<file path="src/rtl/led_step_seq.sv">
// LED step sequencer: advances a rotate-left/right, ping-pong or blink-all pattern per accepted tick.
// Latency: one cycle from an accepted tick to the updated led_out/cycle_done; busy follows the state register.
// No backpressure: ticks arriving while en is low are dropped and never queued.
module led_step_seq #(
  parameter int LED_W = 4
) (
  input  logic             sys_clk,
  input  logic             sys_rst_n,
  input  logic             tick_in,
  input  logic             en,
  input  logic             soft_clr,
  input  logic [1:0]       mode,
  output logic [LED_W-1:0] led_out,
  output logic             cycle_done,
  output logic             busy
);

  localparam int PW = $clog2(LED_W);
  localparam logic [PW-1:0] POS_MAX = PW'(LED_W - 1);
  localparam logic [PW-1:0] POS_ZERO = '0;

  localparam logic [1:0] M_ROT_L = 2'd0;
  localparam logic [1:0] M_ROT_R = 2'd1;
  localparam logic [1:0] M_PING  = 2'd2;
  localparam logic [1:0] M_BLINK = 2'd3;

  // Direction of the ping-pong sweep: 0 walks toward the top LED, 1 walks back.
  localparam logic DIR_UP   = 1'b0;
  localparam logic DIR_DOWN = 1'b1;

  typedef enum logic {
    IDLE = 1'b0,
    RUN  = 1'b1
  } state_t;

  state_t            state_q, state_d;
  logic [PW-1:0]     pos_q, pos_d;
  logic              dir_q, dir_d;
  logic              phase_q, phase_d;
  logic [1:0]        cur_mode_q, cur_mode_d;
  logic [LED_W-1:0]  led_q, led_d;
  logic              done_q, done_d;
  logic              acc;

  assign acc        = tick_in & en;
  assign led_out    = led_q;
  assign cycle_done = done_q;
  assign busy       = (state_q == RUN);

  // Next-state: clear has priority, then restart on entry/mode change, else step the active pattern.
  always_comb begin
    state_d    = state_q;
    pos_d      = pos_q;
    dir_d      = dir_q;
    phase_d    = phase_q;
    cur_mode_d = cur_mode_q;
    led_d      = led_q;
    done_d     = 1'b0;

    if (soft_clr) begin
      state_d    = IDLE;
      pos_d      = '0;
      dir_d      = DIR_UP;
      phase_d    = 1'b0;
      cur_mode_d = 2'd0;
      led_d      = '0;
    end else if (acc) begin
      if (state_q == IDLE || mode != cur_mode_q) begin
        // (Re)start: load the first frame of the newly sampled mode.
        state_d    = RUN;
        cur_mode_d = mode;
        pos_d      = '0;
        dir_d      = DIR_UP;
        phase_d    = 1'b1;
        led_d      = '0;
        case (mode)
          M_ROT_R: led_d[LED_W-1] = 1'b1;
          M_BLINK: led_d          = '1;
          default: led_d[0]       = 1'b1;
        endcase
      end else begin
        case (cur_mode_q)
          M_ROT_L, M_ROT_R: begin
            pos_d  = (pos_q == POS_MAX) ? POS_ZERO : pos_q + 1'b1;
            done_d = (pos_q == POS_MAX);
            led_d  = '0;
            if (cur_mode_q == M_ROT_L) led_d[pos_d] = 1'b1;
            else                       led_d[POS_MAX - pos_d] = 1'b1;
          end
          M_PING: begin
            if (dir_q == DIR_UP) begin
              pos_d = pos_q + 1'b1;
              if (pos_d == POS_MAX) dir_d = DIR_DOWN;
            end else begin
              pos_d = pos_q - 1'b1;
              if (pos_d == POS_ZERO) begin
                dir_d  = DIR_UP;
                done_d = 1'b1;
              end
            end
            led_d        = '0;
            led_d[pos_d] = 1'b1;
          end
          default: begin
            // Blink-all: a period ends when the display turns back on.
            phase_d = ~phase_q;
            led_d   = phase_d ? '1 : '0;
            done_d  = phase_d;
          end
        endcase
      end
    end
  end

  // State and output registers with synchronous active-low reset.
  always_ff @(posedge sys_clk) begin
    if (!sys_rst_n) begin
      state_q    <= IDLE;
      pos_q      <= '0;
      dir_q      <= DIR_UP;
      phase_q    <= 1'b0;
      cur_mode_q <= 2'd0;
      led_q      <= '0;
      done_q     <= 1'b0;
    end else begin
      state_q    <= state_d;
      pos_q      <= pos_d;
      dir_q      <= dir_d;
      phase_q    <= phase_d;
      cur_mode_q <= cur_mode_d;
      led_q      <= led_d;
      done_q     <= done_d;
    end
  end

endmodule

</file>
<file path="config.mk">
export PLATFORM = sky130hd
export DESIGN_NAME = led_step_seq
export DESIGN_NICKNAME = d
export VERILOG_FILES = /design/src/rtl/led_step_seq.sv
export SDC_FILE = /design/constraint.sdc
export NUM_CORES = 1
export LEC_CHECK = 0
export CORE_MARGIN = 4
export CORE_UTILIZATION = 47
export DETAILED_ROUTE_END_ITERATION = 6
export PLACE_DENSITY = 0.83
export SLEW_MARGIN = 20
export SYNTH_ARGS = -nofsm -noshare
export SYNTH_HDL_FRONTEND = slang
export SYNTH_SLANG_ARGS = --single-unit
</file>
<file path="constraint.sdc">
create_clock -name sys_clk -period 1.69 [get_ports sys_clk]
set_input_delay 0.338 -clock sys_clk [delete_from_list [all_inputs] [get_ports sys_clk]]
set_output_delay 0.338 -clock sys_clk [all_outputs]
set_load 0.02 [all_outputs]
</file>
==> metrics.cfg <==
[logic_synthesis]
ys_seq_elements = 12
netlist_instances = 105
syn_nets = 117
post_synth.cell_area_avg_um2 = 8.42
ys_seq_area_frac = 0.272
yosysWarnings = 0
syn_area_um2 = 885
synth.distinct_cells = 42

[routing]
wl_per_cell_um = 15.6
firstDrtPassIters = 4
finalWirelength_mm = 2.35
dr_total_vias = 918
first_iter_violations = 37
antenna_left = 0
viasPerCell = 6.08
drc_errors = 0

[finish]
fin_cells = 151
final_cell_area_um2 = 1140
diodes = 0
syn2layout_area_growth_pct = 28.4
nets = 139
drive_gt1_frac = 0.230

[sta]
fmax_ghz = 0.604
setup_violations = 0
setup_ws_ps = 35.0
tightest_slew_ps = 354
finalHoldViolations = 0
period_share = 0.979
worst_clock_skew_ps = 3.87
fin_crit_ps = 1660
whs_ps = 492
grt_setup_unrepaired = no
relSlewSlack = 0.763
slew_viol_final = 0

[clock_tree]
cts_buffers = 3
cts-root-buf = clkbuf_4
clockBufferDepth = 2
cts.sinks = 12
cts_tree = built
cts_setup_buffers = 0
htree_num_levels = 1
path_clk_slew_ps = 80
ctsHoldBuffers = 0
clk_latency_ps = 270

[power]
p_leak_uw = 0.000421
p_per_area_nw_per_um2 = 555
total_power_uw = 630
vdd_ir_drop_max_mv = 0.326

[floorplanning]
die_h_um = 51.4
io_pins = 13
die_x_um = 51.4
start_util = 0.501
fp.coreArea_um2 = 1760
rows = 15
die_area_um2 = 2640

[global_route]
grt_max_degree = 16
grt-busiest-layer = met2
grtUsageTotal = 0.197
grt_pass1_wl_mm = 3.95
met2_usage = 0.307
use_met3 = 0.0350
grt-ovfl-total = 0
grt_pass1_vias = 873
grt_antenna_before_repair = 0
met1_usage = 0.261

[critical_path]
cp-end-kind = flop
max_stage_delay_ps = 340
start_kind = flop
cpLargestDelayFamily = compound AO/OA/AOI/OAI gates
arrival_ps = 1810
crit_chain = inv_1 > buf_4 > ha_1 > and2b_1 > a311o_1 > o2111ai_1 > a31oi_1
critPathKind = reg2reg
r2r_slack_ps = 30
path_buf_inv = 2
critPathSlowestCell = dfxtp_2
cp_max_fo = 3
worstPathRequired_ps = 1850

[placement]
dp.cells = 147
gp_congestion = 0.860
placed_area_um2 = 1090
hpwl_mm = 1.77
place_ws_ps = -58.6
io_buffer_count = 12

[run_status]
status = completed

[flow_run]
max_cap_violations = 0

[worst_hold_path]
worstHoldPathType = reg2reg

[metal layers]
metal | up-vias | wire [um] | part of all wire
met4 | 0 | 68 | 0.029
li1 | 428 | - | -
met2 | 51 | 1100 | 0.47
met1 | 429 | 1040 | 0.44
met5 | - | 0 | 0
met3 | 10 | 146 | 0.062
[metrics by stage]
step | setup TNS [ps] | utilization
floorplan | 0 | -
global placement | -54.4 | 0.616
detailed placement | -118 | 0.616
CTS | 0 | 0.636
global route | 0 | 0.644
finish | 0 | 0.644
[sequential cells by signal, indices dropped and copies added (netlist names)]
name	count
led_out	4
cur_mode_q	2
pos_q	2
busy	1
cycle_done	1
dir_q	1
phase_q	1
[report_power, final]
part | internal (uW) | leakage [uW] | switching [uW]
registers | 288 | 0.0000983 | 5.46
clock network | 131 | 0.0000210 | 104
logic | 49.9 | 0.000302 | 51.9
total | 469 | 0.000421 | 161
[worst paths after layout]
| path | from | to | cells past startpoint |
|---|---|---|---|
| worst max-delay path | pos_q[0] | led_out[3] | 7 |
| worst min-delay path | led_out[3] | led_out[3] | 2 |
| worst max register to register | pos_q[0] | led_out[3] | 7 |
| worst min register to register | led_out[3] | led_out[3] | 2 |
[cell usage in the layout (no fill, tap or decap), types with 3 or more instances in the layout]
cell / n
clkdlybuf4s50_1: 12
nand3_1: 4
buf_4: 13
a21oi_1: 6
dfxtp_1: 10
nand2_1: 11
ha_1: 4
clkbuf_4: 3
nor3_1: 3
nor2b_1: 4
nor2_1: 4
inv_1: 5
a31oi_1: 4
o21ai_0: 4
[cells by family after synthesis]
| family | Yosys count | synth area share |
|---|---|---|
| buffers and inverters | 14 | 0.0990 |
| XOR/XNOR | 3 | 0.0382 |
| AND/OR/NAND/NOR | 39 | 0.235 |
| adder cells (fa/ha/maj) | 5 | 0.0707 |
| AO/OA/AOI/OAI | 32 | 0.286 |
| flip-flops | 12 | 0.272 |
[area by class of cell]
| type | instances | area [um^2] |
|---|---|---|
| sequential | 12 | 243 |
| timing repair buffer | 26 | 238 |
| inverter | 5 | 18.8 |
| fill | 151 | 628 |
| clock buffer | 4 | 36.3 |
| tap | 25 | 31.3 |
| multi-input combinational | 79 | 569 |
[repair_timing]
action,in CTS,in global routing
setup endpoints to repair,0,3
gates resized for setup,0,2
hold endpoints to repair,0,0
[synthesized netlist by cell type, drive strengths merged]
master / n / area (um^2)
o221ai: 2 / 17.5
dfxtp: 12 / 240
a211o: 1 / 8.76
nor3: 3 / 15.0
nand3: 4 / 20.0
buf: 8 / 63.8
o22ai: 1 / 6.26
o21a: 1 / 7.51
nand3b: 1 / 7.51
o21ai: 4 / 20.0
o211ai: 1 / 7.51
clkbuf: 1 / 5.00
ha: 5 / 62.6
a41oi: 1 / 8.76
inv: 5 / 18.8
and2: 1 / 6.26
nor4: 1 / 6.26
xnor2: 2 / 17.5
nor2: 4 / 15.0
a41o: 1 / 10.0
o32ai: 1 / 16.3
a31o: 1 / 8.76
nand4: 2 / 12.5
a31oi: 5 / 46.3
o31ai: 2 / 15.0
xor2: 1 / 16.3
and3b: 1 / 8.76
and2b: 2 / 15.0
a311o: 2 / 21.3
and3: 3 / 21.3
nor2b: 4 / 25.0
a21oi: 6 / 30.0
o221a: 1 / 11.3
nand2b: 1 / 6.26
nand2: 11 / 41.3
nor3b: 1 / 7.51
o2111ai: 2 / 17.5
[tightest hold or removal path: cells and delay by family (launching register included)]
kind            cells  cell delay, ps
flops               1             330
compound gates      1              70
simple gates        1              60
(Power assumes the default switching activity.)
